--- src/rtl/ibis_texel_fetch.sv ---
// Purpose : texel fetch stage; reads stencil-passing mapper beats from tile RAM and substitutes a transparent index for failing ones.
// Latency : accept in cycle N, texel_valid in cycle N+MEM_LATENCY+1 when the output FIFO is empty.
// Backpr. : map_stall is a registered-state credit (FIFO count + in-flight beats vs depth); texel_ready never reaches map_stall combinationally.
//
// Ports:
//   aclk, areset            clock, synchronous active-high reset
//   map_valid/map_address/  mapper beat: {y,x} address, stencil result and
//   stencil_test/           substitute index, all sampled on accept
//   transparent_index
//   map_stall               1 = beat would be dropped (sets overflow)
//   mem_rd_en/mem_rd_addr/  synchronous texel RAM read port, data returns
//   mem_rd_data             MEM_LATENCY cycles after the strobe
//   texel_valid/ready/      first-word fall-through output FIFO head
//   texel_data/stencil
//   overflow                sticky: a beat arrived while stalled
module ibis_texel_fetch #(
  parameter int TILE_SIZE_POW2  = 5,
  parameter int TEXEL_WIDTH     = 8,
  parameter int MEM_LATENCY     = 2,
  parameter int FIFO_DEPTH_POW2 = 2
) (
  input  logic                        aclk,
  input  logic                        areset,
  input  logic                        map_valid,
  input  logic [2*TILE_SIZE_POW2-1:0] map_address,
  input  logic                        stencil_test,
  input  logic [TEXEL_WIDTH-1:0]      transparent_index,
  output logic                        map_stall,
  output logic                        mem_rd_en,
  output logic [2*TILE_SIZE_POW2-1:0] mem_rd_addr,
  input  logic [TEXEL_WIDTH-1:0]      mem_rd_data,
  output logic                        texel_valid,
  input  logic                        texel_ready,
  output logic [TEXEL_WIDTH-1:0]      texel_data,
  output logic                        texel_stencil,
  output logic                        overflow
);

  localparam int DEPTH = 1 << FIFO_DEPTH_POW2;
  localparam int CW    = FIFO_DEPTH_POW2 + 1;
  localparam int OW    = FIFO_DEPTH_POW2 + 3;

  // Delay line matching the RAM read latency
  logic [MEM_LATENCY-1:0] dl_vld_q, dl_vld_d;
  logic [MEM_LATENCY-1:0] dl_stn_q, dl_stn_d;
  logic [TEXEL_WIDTH-1:0] dl_idx_q [MEM_LATENCY];

  // Output FIFO
  logic [TEXEL_WIDTH-1:0]     fifo_dat_q [DEPTH];
  logic                       fifo_stn_q [DEPTH];
  logic [FIFO_DEPTH_POW2-1:0] wr_ptr_q, wr_ptr_d;
  logic [FIFO_DEPTH_POW2-1:0] rd_ptr_q, rd_ptr_d;
  logic [CW-1:0]              cnt_q, cnt_d;
  logic                       overflow_q, overflow_d;

  logic                   accept;
  logic                   fifo_wr;
  logic                   fifo_rd;
  logic [TEXEL_WIDTH-1:0] fifo_wr_dat;
  logic [OW-1:0]          occ;

  // Every accepted beat is either in the delay line or in the FIFO, so this
  // sum is the total number of FIFO slots already promised.
  always_comb begin
    occ = OW'(cnt_q);
    for (int i = 0; i < MEM_LATENCY; i++) begin
      occ = occ + OW'(dl_vld_q[i]);
    end
  end

  assign map_stall   = (occ >= OW'(DEPTH));
  assign accept      = map_valid & ~map_stall & ~areset;
  assign mem_rd_en   = accept & stencil_test;
  assign mem_rd_addr = map_address;

  assign fifo_wr     = dl_vld_q[MEM_LATENCY-1];
  assign fifo_wr_dat = dl_stn_q[MEM_LATENCY-1] ? mem_rd_data : dl_idx_q[MEM_LATENCY-1];

  assign texel_valid   = (cnt_q != '0);
  assign fifo_rd       = texel_valid & texel_ready;
  assign texel_data    = texel_valid ? fifo_dat_q[rd_ptr_q] : '0;
  assign texel_stencil = texel_valid & fifo_stn_q[rd_ptr_q];
  assign overflow      = overflow_q;

  always_comb begin
    dl_vld_d    = '0;
    dl_stn_d    = '0;
    dl_vld_d[0] = accept;
    dl_stn_d[0] = stencil_test;
    for (int i = 1; i < MEM_LATENCY; i++) begin
      dl_vld_d[i] = dl_vld_q[i-1];
      dl_stn_d[i] = dl_stn_q[i-1];
    end
    wr_ptr_d   = fifo_wr ? wr_ptr_q + 1'b1 : wr_ptr_q;
    rd_ptr_d   = fifo_rd ? rd_ptr_q + 1'b1 : rd_ptr_q;
    cnt_d      = cnt_q + CW'(fifo_wr) - CW'(fifo_rd);
    overflow_d = overflow_q | (map_valid & map_stall);
  end

  always_ff @(posedge aclk) begin
    if (areset) begin
      dl_vld_q   <= '0;
      dl_stn_q   <= '0;
      wr_ptr_q   <= '0;
      rd_ptr_q   <= '0;
      cnt_q      <= '0;
      overflow_q <= 1'b0;
    end else begin
      dl_vld_q   <= dl_vld_d;
      dl_stn_q   <= dl_stn_d;
      wr_ptr_q   <= wr_ptr_d;
      rd_ptr_q   <= rd_ptr_d;
      cnt_q      <= cnt_d;
      overflow_q <= overflow_d;
    end
  end

  // Payload storage needs no reset: it is qualified by the valid bits and count.
  always_ff @(posedge aclk) begin
    dl_idx_q[0] <= transparent_index;
    for (int i = 1; i < MEM_LATENCY; i++) begin
      dl_idx_q[i] <= dl_idx_q[i-1];
    end
    if (fifo_wr) begin
      fifo_dat_q[wr_ptr_q] <= fifo_wr_dat;
      fifo_stn_q[wr_ptr_q] <= dl_stn_q[MEM_LATENCY-1];
    end
  end

endmodule
--- config.mk ---
export PLATFORM = sky130hd
export DESIGN_NAME = ibis_texel_fetch
export DESIGN_NICKNAME = d
export VERILOG_FILES = /design/src/rtl/ibis_texel_fetch.sv
export SDC_FILE = /design/constraint.sdc
export NUM_CORES = 1
export LEC_CHECK = 0
export BUFFER_PORTS_ARGS = -buffer_cell sky130_fd_sc_hd__buf_2
export CAP_MARGIN = 20
export CORE_ASPECT_RATIO = 0.8
export CORE_MARGIN = 4
export CORE_UTILIZATION = 35
export CTS_BUF_LIST = sky130_fd_sc_hd__clkbuf_2 sky130_fd_sc_hd__clkbuf_4 sky130_fd_sc_hd__clkbuf_8
export DETAILED_ROUTE_END_ITERATION = 12
export GPL_ROUTABILITY_DRIVEN = 0
export GPL_TIMING_DRIVEN = 0
export HOLD_SLACK_MARGIN = 0.12
export MAX_ROUTING_LAYER = met4
export PLACE_DENSITY = 0.68
export SYNTH_ARGS = -nofsm -noshare
export SYNTH_HDL_FRONTEND = slang
export SYNTH_SLANG_ARGS = --single-unit
--- constraint.sdc ---
create_clock -name aclk -period 2 [get_ports aclk]
set_clock_uncertainty 0.1 [all_clocks]
set_input_delay 0 -clock aclk [delete_from_list [all_inputs] [get_ports aclk]]
set_output_delay 0 -clock aclk [all_outputs]
set_load 0.02 [all_outputs]
# [Word-level counts from Yosys, hierarchy flattened]
# Memory sizes are Yosys's and may differ from the RTL's. A register that Yosys moved wholly into a read port is not among the register bits.
# Cells that the tools add are included.
# Widths: inputs -> output; s select.
[op_classes] magnitude_cmp=1 reduce_logical=1 bitwise=9 addsub=6 muxes=8
[ops] op="$mux 8" n=2
[ops] op="$mux 2" n=4
[ops] op="$and 1x1->1" n=6
[ops] op="$add 4x1->5" n=1
[ops] op="$ge 5x3->1 const B" n=1
[ops] op="$add 2x1->2 const B" n=2
[ops] op="$add 3x1->4" n=1
[ops] op="$add 3x1->3" n=1
[ops] op="$reduce_bool 3->1" n=1
[ops] op="$sub 3x1->3" n=1
[ops] op="$mux 1" n=2
[ops] op="$not 1->1" n=2
[ops] op="$or 1x1->1" n=1
[word_totals] n_memories=3 ff_bits=12 ramBits=52 elab_cells=34
[memory_table] name="fifo_dat_q" words=4 word_bits=8 read_ports=1 rd_clocked_by_memory_dff=1 wr=1 line_no="49" rtl="logic [TEXEL_WIDTH-1:0] fifo_dat_q [DEPTH];"
[memory_table] name="dl_idx_q" words=2 word_bits=8 read_ports=2 rd_clocked_by_memory_dff=0 wr=2 line_no="46" rtl="logic [TEXEL_WIDTH-1:0] dl_idx_q [MEM_LATENCY];"
[memory_table] name="fifo_stn_q" words=4 word_bits=1 read_ports=1 rd_clocked_by_memory_dff=1 wr=1 line_no="50" rtl="logic fifo_stn_q [DEPTH];"

# [Logic depth before layout (Yosys ltp)]
# Gate-level depths: netlist of run 1.
[depth] ltp_word=7 mapped_depth=9 ltp_nobuf=9

# [Worst setup path after synthesis of run 1]
# Ideal clock, no wire load.
[synth_timing] kind="register to register" from="reg cnt_q[1]" to="reg cnt_q[2]" required_time_ps=1772 setup_slack_ps=-19 arrival_time_ps=1791 setup_ps=128 period_less_slack_ps=2019 stages_incl_launch_ff=10 n_path_buf=0 path_cell_list="dfxtp_1 -> o31ai_1 -> inv_1 -> ha_1 -> inv_1 -> ha_1 -> inv_1 -> fa_1 -> xnor2_1 -> nor2_1"
[synth_between] elab_chain_cells=3 word_cells_on_any_way=4
[synth_rtl] element="start: declaration" line_no="53" rtl="logic [CW-1:0] cnt_q, cnt_d;"
[synth_rtl] element="start signal: assignment" line_no="113" rtl="cnt_q <= cnt_d;"
[synth_rtl] element="$reduce_bool 3->1" line_no="79" rtl="assign texel_valid = (cnt_q != '0);"
[synth_rtl] element="$and 1x1->1" line_no="80" rtl="assign fifo_rd = texel_valid & texel_ready;"
[synth_rtl] element="net fifo_rd" line_no="58" rtl="logic fifo_rd;"
[synth_rtl] element="$sub 3x1->3" line_no="96" rtl="cnt_d = cnt_q + CW'(fifo_wr) - CW'(fifo_rd);"
# The timed path passes the listed nets, and every way through them passes these cells.
# A chain may end at the register's enable or synchronous reset.

# [Worst setup path after layout of run 1]
[layout_timing] from="reg cnt_q[0]" to="reg cnt_q[2]"
# Same word-level chain as after synthesis.

==> flow_summary.toml, run 1 <==
[outcome]
status = "completed"

[sta]
rsz0062_at_grt = "yes"
setup_viol = 0
layout_setup_ws_ps = 0.643
fin_crit_ps = 2000
maxSlewHeadroom_pct = 52.8
fin_crit_sh_pct = 100
fmax_ghz = 0.500
slew_viol_final = 0
hold_viol = 0
tightest_slew_ps = 705

[clocking]
clk_path_buf_depth = 2
cts_buffers = 9
root_buffer = "clkbuf_8"
insertion_delay_ps = 330
clkSinkCount = 66
cts_tree = "built"
h-tree-depth = 3
path_clk_slew_ps = 70

[yosys]
synth_ff_type = "edfxtp_1"
synth_compound_area_share_pct = 2.60
synth_nets = 199
synth_top_area_share_pct = 43.1
ys_seq_area_share_pct = 67.1
synth_adder_area_share_pct = 4.79
synth.area.top_cells = "edfxtp_1 (43%), dfxtp_1 (24%), mux4_2 (8.1%)"
muxShareOfSynthArea_pct = 12.1
async_flop_share_pct = 0
synth_simple_gate_area_share_pct = 6.74
synth_top_cell_by_area = "edfxtp_1"
synth_edf_count = 36
ys_ff_latch = 66
syn_inst = 159
synth_xor_area_share_pct = 1.40
yosysWarnings = 0
syn_area_mm2 = 0.00251
avgSynthCellArea_um2 = 15.8
synth_cell_types = 29
synth_top_family_by_area = "multiplexers"

[power_and_ir_drop]
combPwrFrac_pct = 30.6
p_int_uw = 2690
pwr-share-seq_pct = 41.9
p_sw_share_pct = 30.7
leakagePower_uw = 0.00130
power.density_mw_per_mm2 = 1170
ir_worst_vdd_v = 0.000437
power.share.clock_pct = 27.5
p_sw_uw = 1190

[place]
port_buffers = 43
post-place-ws_ps = -95.4
dp_hpwl_mm = 2.95

[drt]
drt_first_pass_iters = 4
viasPerCell = 4.38
first_iter_violations = 40
route.met2.wl_mm = 2.31
wl_met1_mm = 1.77
ant_nets = 0
drt-wirelength-per-cell_um = 13.6
vias = 1442
drc = 0
met3WireLength_um = 274
drt-total-wl_mm = 4.49
highest_layer = "met4"

[die]
start_util_pct = 36.2
rows = 27
die_area_mm2 = 0.00859
pin_count = 54
core_area_mm2 = 0.00693
dieHeight_um = 83.7
die_w_um = 103

[grt]
gr-total-overflow = 0
grt_max_degree = 12
antenna_found_initial = 0
grt_pass1_wl_mm = 7.06
grt_usage_pct = 11.4
grt_pass1_vias = 1458

[run]
cap_viol_max_count = 0

[worst_setup_path]
worstPathMaxFanout = 5
crit_path_end_kind = "register"
critical_path_class = "register to register"
worst_ep_arrival_time_ps = 2110
required_ps = 2110
cp-start-kind = "register"

[cells_and_area]
fin_nets = 278
utilization_pct = 47.9
drive_above_1_share_pct = 41.3
synthToLayoutAreaGrowth_pct = 32.3
diodes = 0

[hold_path]
min-delay-path-class = "input port to primary output"
==> per-stage QoR <==
step | total power (µW) | instance area (µm²) | instances | setup TNS (ps) | hold slack (ps)
2_1_floorplan | 2390 | 2510 | 159 | 0 | -72.3
3_3_place_gp | 2680 | 2840 | 289 | -75.9 | 2.82
3_5_place_dp | 2710 | 2840 | 289 | -115 | 3.59
4_1_cts | 3850 | 3280 | 328 | 0 | 120
5_1_grt | 4120 | 3310 | 329 | -213 | 127
6_report | 3890 | 3310 | 329 | 0 | 119
==> kinds of logic after synthesis <==
group | count (synthesis)
simple gates | 31
fa+ha+maj | 9
flops | 66
mux | 18
buf+inv | 23
compound gates | 8
xor+xnor | 4
==> routing by layer <==
layer | track usage [%] | vias up
met5 | - | -
met4 | 6.79 | 0
met3 | 3.26 | 10
met2 | 18.3 | 41
met1 | 12.5 | 680
li1 | - | 711
==> cell usage in the layout, fill, tap and decap left out, drive strengths merged <==
cell type    netlist  routed
a21oi              2       2
inv                9       9
mux2i              1       1
buf               11      56
o31ai              1       1
nor2              10      10
clkinv             0       2
xor2               2       2
o21bai             1       1
a211oi             1       1
fa                 1       1
clkbuf             3      13
dfxtp             30      30
dlygate4sd3        0      23
o311ai             1       1
nand2b             1       1
nor3               2       2
clkinvlp           0       2
mux2               8       8
xnor2              2       2
mux4               9       9
nor2b             12      12
bufinv             0       1
or3                1       1
o32ai              1       1
and2               4       4
edfxtp            36      36
o21ba              1       1
ha                 8       8
nand2              1       1
==> critical path, cell delays in order (launching register included) <==
cell,delay [ps]
dfxtp_4,370
o31ai_4,240
inv_1,70
ha_1,260
inv_1,60
ha_1,140
inv_1,50
fa_2,360
xnor2_2,170
nor2_1,50
==> cells in the mapped netlist (2+ instances only) <==
cell type and count:
edfxtp_1 36, dfxtp_1 30, nor2b_1 12, buf_4 10
nor2_1 10, inv_1 9, mux4_2 9, ha_1 8
mux2_2 8, and2_1 4, a21oi_1 2, clkbuf_1 2
xnor2_1 2, xor2_1 2
==> power groups by stage <==
| stage | sequential [µW] | combinational [µW] | clock [µW] |
|---|---|---|---|
| 2_1_floorplan | 1630 | 761 | 0 |
| 3_3_place_gp | 1640 | 1040 | 0 |
| 3_5_place_dp | 1650 | 1060 | 0 |
| 4_1_cts | 1640 | 1120 | 1100 |
| 5_1_grt | 1640 | 1310 | 1170 |
| 6_report | 1630 | 1190 | 1070 |
==> final cells by class <==
class / instances / area [µm²]
Sequential cell: 66 / 1700
Clock inverter: 5 / 55.1
Clock buffer: 10 / 138
Tap cell: 87 / 109
Inverter: 9 / 33.8
Timing Repair Buffer: 68 / 463
Fill cell: 610 / 3610
Multi-Input combinational cell: 70 / 721
Buffer: 14 / 98.8
==> registers in the layout, indices dropped and copies added (netlist names), named ones only <==
signal      flops
cnt_q           3
dl_idx_q       16
dl_stn_q        2
dl_vld_q        2
fifo_dat_q     32
fifo_stn_q      4
overflow        1
rd_ptr_q        2
wr_ptr_q        2
==> worst paths after layout <==
check	slack, ps	from	end	cells after the start
hold reg to reg	230	dl_idx_q[0][7]$_DFF_P_	dl_idx_q[0][15]$_DFF_P_	0
hold / removal	120	map_address[9]	mem_rd_addr[9]	2
setup reg to reg	0.6	cnt_q[0]$_SDFF_PP0_	cnt_q[2]$_SDFF_PP0_	9
setup / recovery	0.6	cnt_q[0]$_SDFF_PP0_	cnt_q[2]$_SDFF_PP0_	9
==> what timing repair did <==
action,in CTS,in global routing
endpoints found under the hold margin,57,0
pin swaps,2,3
gates resized for setup,7,6
setup endpoints to repair,3,3
hold buffers,23,0
setup buffers,1,1
gates cloned,0,0
Power figures use the tool's default switching activity.
==> inputs of run 2 (changes only) <==
Settings changed: ABC_AREA set to 1, REMOVE_ABC_BUFFERS set to 1.
==> run 2 against run 1 <==
Maximum frequency is 3.7% higher. Count of clock-buffer cells in the layout stayed put. Sequential cell count stayed put. Combinational power is 8% lower. Sequential power hardly changed. Wire length is 12% higher. Synthesized cell count is 44% higher. Critical path depth is 1 higher. Design area is 3.1% higher. Largest power group unchanged. Highest routed layer unchanged.
==> flow_summary.toml, run 2 <==
[die]
die_area_mm2 = 0.00884
core_area_mm2 = 0.00703
rows = 27
die_w_um = 104
dieHeight_um = 84.9
pin_count = 54
start_util_pct = 36.8

[power_and_ir_drop]
leakagePower_uw = 0.00142
p_sw_share_pct = 30.6
p_int_uw = 2840
pwr-share-seq_pct = 39.8
power.share.clock_pct = 33.3
p_sw_uw = 1250
power.total_uw = 4090
power.density_mw_per_mm2 = 1200
ir_worst_vdd_v = 0.000747
combPwrFrac_pct = 26.9

[yosys]
synth_edf_count = 36
synth_top_family_by_area = "simple AND/OR/NAND/NOR gates"
yosysWarnings = 0
synth.most_common_cell = "nor2_1"
ys_seq_area_share_pct = 65.0
avgSynthCellArea_um2 = 11.3
synth.area.top_cells = "edfxtp_1 (42%), dfxtp_1 (23%), nor2_1 (6.5%)"
synth_cell_types = 23
synth_top_cell_by_area = "edfxtp_1"
synth_xor_area_share_pct = 0.677
synth_adder_area_share_pct = 4.64
synth_compound_area_share_pct = 6.48
synth_ff_type = "edfxtp_1"
synthTopCellsByCount = "nor2_1 (45), edfxtp_1 (36), dfxtp_1 (30)"
synth_top_area_share_pct = 41.8
ys_ff_latch = 66
syn_inst = 229
async_flop_share_pct = 0
muxShareOfSynthArea_pct = 3.48
syn_area_mm2 = 0.00259
synth_simple_gate_area_share_pct = 10.9

[cells_and_area]
drive_above_1_share_pct = 25.6
fin_nets = 336
largestRegisters = "fifo_dat_q (32), dl_idx_q (16), fifo_stn_q (4)"
final_cell_mix = "nor2_1 (45), dlygate4sd3_1 (38), edfxtp_1 (36)"
top_register = "fifo_dat_q"
final_common_cell = "nor2_1"
utilization_pct = 48.6
diodes = 0
synthToLayoutAreaGrowth_pct = 32.0
num-fill-cells = 628
largest_reg_flops = 32
final_cell_area_mm2 = 0.00342

[worst_setup_path]
path_buf_inv = 3
crit_path_end_kind = "register"
max_stage_delay_ps = 540
critPathMostFrequentCell = "inv_2"
worstReg2RegStart = "cnt_q[1]$_SDFF_PP0_"
r2r-end = "cnt_q[1]$_SDFF_PP0_"
worstPathMaxFanout = 3
cp_cell_sequence = "inv_2 -> nand2_2 -> nor2_4 -> nor2_8 -> ha_4 -> inv_2 -> ha_2 -> inv_2 -> fa_2 -> nor2_1"
worst_ep_arrival_time_ps = 2060
crit_family = "adder cells"
required_ps = 2130
ff2ff_setup_slack_ps = 70
reg2reg_depth = 10
critical_path_class = "register to register"
crit_path_top_delay_cell = "fa_2"
cp-start-kind = "register"

[clocking]
root_buffer = "clkbuf_8"
clk_path_buf_depth = 2
path_clk_slew_ps = 70
h-tree-depth = 3
clkSinkCount = 66
cts_buffers = 9
cts_tree = "built"
insertion_delay_ps = 340

[sta]
setup_viol = 0
rsz0062_at_grt = "yes"
slew_viol_final = 0
fmax_ghz = 0.519
maxSlewHeadroom_pct = 61.8
hold_viol = 0
tightest_slew_ps = 572
fin_crit_ps = 1930
tns_ps = 0
fin_crit_sh_pct = 96.4

[place]
port_buffers = 33
place_area_mm2 = 0.00273
dp_hpwl_mm = 2.94

[drt]
drt_first_pass_iters = 4
drc = 0
viasPerCell = 4.39
ant_nets = 0
first_iter_violations = 101
drt-total-wl_mm = 5.01
vias = 1702
drt-wirelength-per-cell_um = 12.9

[run]
cap_viol_max_count = 0

[hold_path]
min_path_cells = 2
min_from = "transparent_index[2]"
holdPathEnd = "dl_idx_q[0][2]$_DFF_P_"
min-delay-path-class = "input port to register"

[grt]
grt_pass1_vias = 1662
antenna_found_initial = 0
gr-total-overflow = 0
grt_max_degree = 20
grt_pass1_wl_mm = 8.20
grt_usage_pct = 12.5

[outcome]
status = "completed"
==> run 2: cell count changes after synthesis, moves of 3 or more <==
cell and change:
o21ai_0 +16, nor2_1 +35, and2_1 -4, nor2b_1 -12, inv_1 +14, mux4_2 -9
nand3_1 +3, a21oi_1 +12, nand2_1 +15, inv_2 +3
==> run 2: metrics by stage <==
step | worst slack (ps) | instances | hold WS [ps]
after floorplan | -110 | 212 | -100
after CTS | -11.2 | 387 | 177
after detailed placement | -443 | 332 | -99.8
final | 71.4 | 388 | 194
after global placement | -380 | 332 | -99.8
after global routing | -31.3 | 388 | 175
==> run 2: cell families (layout without fill, tap and decap cells) <==
| group | count (synthesis) | count (layout) |
|---|---|---|
| simple gates | 68 | 68 |
| compound gates | 33 | 33 |
| xor+xnor | 2 | 2 |
| fa+ha+maj | 9 | 9 |
| mux | 8 | 8 |
| buf+inv | 43 | 115 |
| flops | 66 | 66 |
==> run 2: cell type report <==
class | count | area [µm²] | share of cell area (%)
clock buffer | 10 | 138 | 4.03
clock inverter | 6 | 114 | 3.33
inverter | 26 | 97.6 | 2.86
multi-input combinational | 120 | 708 | 20.7
sequential | 66 | 1690 | 49.5
tap | 87 | 109 | 3.19
timing repair buffer | 73 | 561 | 16.4
==> run 2: worst max-delay path by stage <==
| stage | start | to | slack [ps] | depth (start not counted) |
|---|---|---|---|---|
| finish | cnt_q[1]$_SDFF_PP0_ | cnt_q[1]$_SDFF_PP0_ | 70 | 10 |
| global route | dl_vld_q[1]$_SDFF_PP0_ | dl_vld_q[0]$_SDFF_PP0_ | -30 | 8 |
| CTS | cnt_q[1]$_SDFF_PP0_ | cnt_q[2]$_SDFF_PP0_ | -10 | 11 |
| detailed placement | cnt_q[1]$_SDFF_PP0_ | cnt_q[2]$_SDFF_PP0_ | -440 | 11 |
| global placement | cnt_q[1]$_SDFF_PP0_ | cnt_q[2]$_SDFF_PP0_ | -380 | 11 |
| floorplan | cnt_q[1]$_SDFF_PP0_ | cnt_q[2]$_SDFF_PP0_ | -110 | 11 |
==> run 2: repair_timing <==
| item | in CTS | in global routing |
|---|---|---|
| pin swaps | 1 | 4 |
| hold buffers | 38 | 0 |
| gates resized for setup | 4 | 9 |
| endpoints found under the hold margin | 64 | 0 |
| setup endpoints to repair | 11 | 7 |
| buffers inserted | 1 | 1 |
==> run 2: metal layers <==
layer | share of wire (%) | GRT usage (%)
met1 | 42 | 14.0
met2 | 51 | 20.3
met3 | 5.1 | 4.49
met4 | 1.8 | 5.43
met5 | 0 | -
==> run 2: power by group through the flow <==
stage	Combinational, µW	Clock [µW]	Sequential, µW
final	1100	1360	1630
after global routing	1230	1460	1650
after CTS	1030	1380	1630
after detailed placement	899	0	1650
after global placement	877	0	1650
after floorplan	624	0	1630
==> inputs of run 3 (changes only) <==
Settings changed: ABC_AREA 1 to 0, CORE_MARGIN 4 to 1.5.
==> run 3 against run 2 <==
Utilization up 0.86 points. Critical path depth down 5. Die area down 13%. Maximum frequency down 4.1%. Design area down 0.18%. Power up 2.6%. Sequential cell count unchanged. The run now ends with negative setup slack left. First-iteration DRC count down 8.9%. Count of clock-buffer cells in the layout unchanged. Setup slack worse by 83 ps. Largest cell class unchanged.
==> flow_summary.toml, run 3 (same netlist as run 1, synthesis figures left out) <==
[sta]
tightest_slew_ps = 699
fin_crit_ps = 2010
setup_viol = 2
maxSlewHeadroom_pct = 53.1
fmax_ghz = 0.497
hold_viol = 0
fin_crit_sh_pct = 101
slew_viol_final = 0
rsz0062_at_grt = "yes"
layout_setup_ws_ps = -11.4

[grt]
grt_max_degree = 13
antenna_found_initial = 0
grt_pass1_vias = 1400
grt_pass1_wl_mm = 6.96
gr-total-overflow = 0
grt_usage_pct = 12.6

[worst_setup_path]
required_ps = 2120
worstPathMaxFanout = 9
max_stage_delay_ps = 720
critical_path_class = "input port to register"
cp_cell_sequence = "dlygate4sd3_1 -> buf_2 -> dlygate4sd3_1 -> nor2_1 -> dlygate4sd3_1"
crit_path_end_kind = "register"
crit_path_top_delay_cell = "dlygate4sd3_1"
critPathMostFrequentCell = "dlygate4sd3_1"
cp-start-kind = "input port"
worst_ep_arrival_time_ps = 2130
path_buf_inv = 4
crit_family = "buffers and inverters"

[cells_and_area]
largest_reg_flops = 32
drive_above_1_share_pct = 35.1
fin_nets = 274
final_cell_mix = "dlygate4sd3_1 (39), edfxtp_1 (36), buf_2 (32)"
final_common_cell = "dlygate4sd3_1"
fin_cells = 326
num-fill-cells = 606
final_cell_area_mm2 = 0.00341
diodes = 0
largestRegisters = "fifo_dat_q (32), dl_idx_q (16), fifo_stn_q (4)"
synthToLayoutAreaGrowth_pct = 36.0
top_register = "fifo_dat_q"
utilization_pct = 49.5

[die]
start_util_pct = 36.4
pin_count = 54
dieHeight_um = 78.7
die_w_um = 97.6
rows = 27
core_area_mm2 = 0.00689
die_area_mm2 = 0.00768

[power_and_ir_drop]
combPwrFrac_pct = 27.2
p_int_uw = 2980
ir_worst_vdd_v = 0.000423
leakagePower_uw = 0.00132
p_sw_share_pct = 28.9
p_sw_uw = 1210
pwr-share-seq_pct = 40.2
power.share.clock_pct = 32.6
power.density_mw_per_mm2 = 1230

[drt]
viasPerCell = 4.36
drt-wirelength-per-cell_um = 13.7
drt-total-wl_mm = 4.45
first_iter_violations = 92
vias = 1422
drc = 0
ant_nets = 0
drt_first_pass_iters = 4

[clocking]
clk_path_buf_depth = 2
cts_buffers = 9
root_buffer = "clkbuf_8"
cts_tree = "built"
clkSinkCount = 66
insertion_delay_ps = 340
h-tree-depth = 3
path_clk_slew_ps = 70

[place]
dp_hpwl_mm = 2.61
port_buffers = 33
dp_cells = 265
place_area_mm2 = 0.00268

[outcome]
status = "finished with violations"
violations = "negative setup slack"

[hold_path]
min-delay-path-class = "input port to register"

[run]
cap_viol_max_count = 0
==> run 3: routing by layer <==
layer | vias up | wire length, µm | track usage, %
met1 | 678 | 1850 | 13.9
met2 | 31 | 2330 | 20.6
met3 | 9 | 206 | 5.61
li1 | 704 | - | -
met5 | - | 0 | -
met4 | 0 | 66 | 4.29
==> run 3: path summary, 6_finish.rpt <==
| check | cells past startpoint | from | slack (ps) | end |
|---|---|---|---|---|
| max | 5 | areset | -10 | rd_ptr_q[1]$_SDFFE_PP0P_ |
| min | 2 | transparent_index[6] | 190 | dl_idx_q[0][6]$_DFF_P_ |
| max reg2reg | 8 | cnt_q[0]$_SDFF_PP0_ | 10 | cnt_q[1]$_SDFF_PP0_ |
| min reg2reg | 0 | dl_idx_q[0][5]$_DFF_P_ | 230 | dl_idx_q[0][13]$_DFF_P_ |
==> run 3: layout make-up <==
class	count	area, µm²	area share, %
Multi-Input combinational cell	70	717	21.0
Clock inverter	6	114	3.34
Tap cell	87	109	3.19
Inverter	9	33.8	0.991
Sequential cell	66	1700	49.7
Clock buffer	10	138	4.04
Timing Repair Buffer	78	603	17.7
==> run 3: what timing repair did <==
action | CTS | global route
resized for setup | 11 | 3
cloned | 0 | 0
setup buffers | 0 | 6
endpoints found under the setup margin | 12 | 5
endpoints found under the hold margin | 64 | 0
pin swaps | 0 | 3
hold buffers | 39 | 0
==> run 3: per-stage QoR <==
stage	worst slack [ps]	hold WS (ps)	TNS, ps	total power, µW
after global routing	-64.9	176	-224	4410
after detailed placement	-232	-99.8	-405	2640
final	-11.4	194	-22.7	4200
after CTS	-25.5	172	-25.5	4160
after floorplan	-6.02	-100	-6.02	2330
after global placement	-113	-99.8	-162	2590
==> run 3: power groups by stage <==
| stage | logic [µW] | clock network, µW | registers (µW) |
|---|---|---|---|
| 2_1_floorplan | 661 | 0 | 1670 |
| 3_3_place_gp | 894 | 0 | 1700 |
| 3_5_place_dp | 935 | 0 | 1700 |
| 4_1_cts | 1060 | 1400 | 1700 |
| 5_1_grt | 1250 | 1450 | 1710 |
| 6_report | 1140 | 1370 | 1690 |
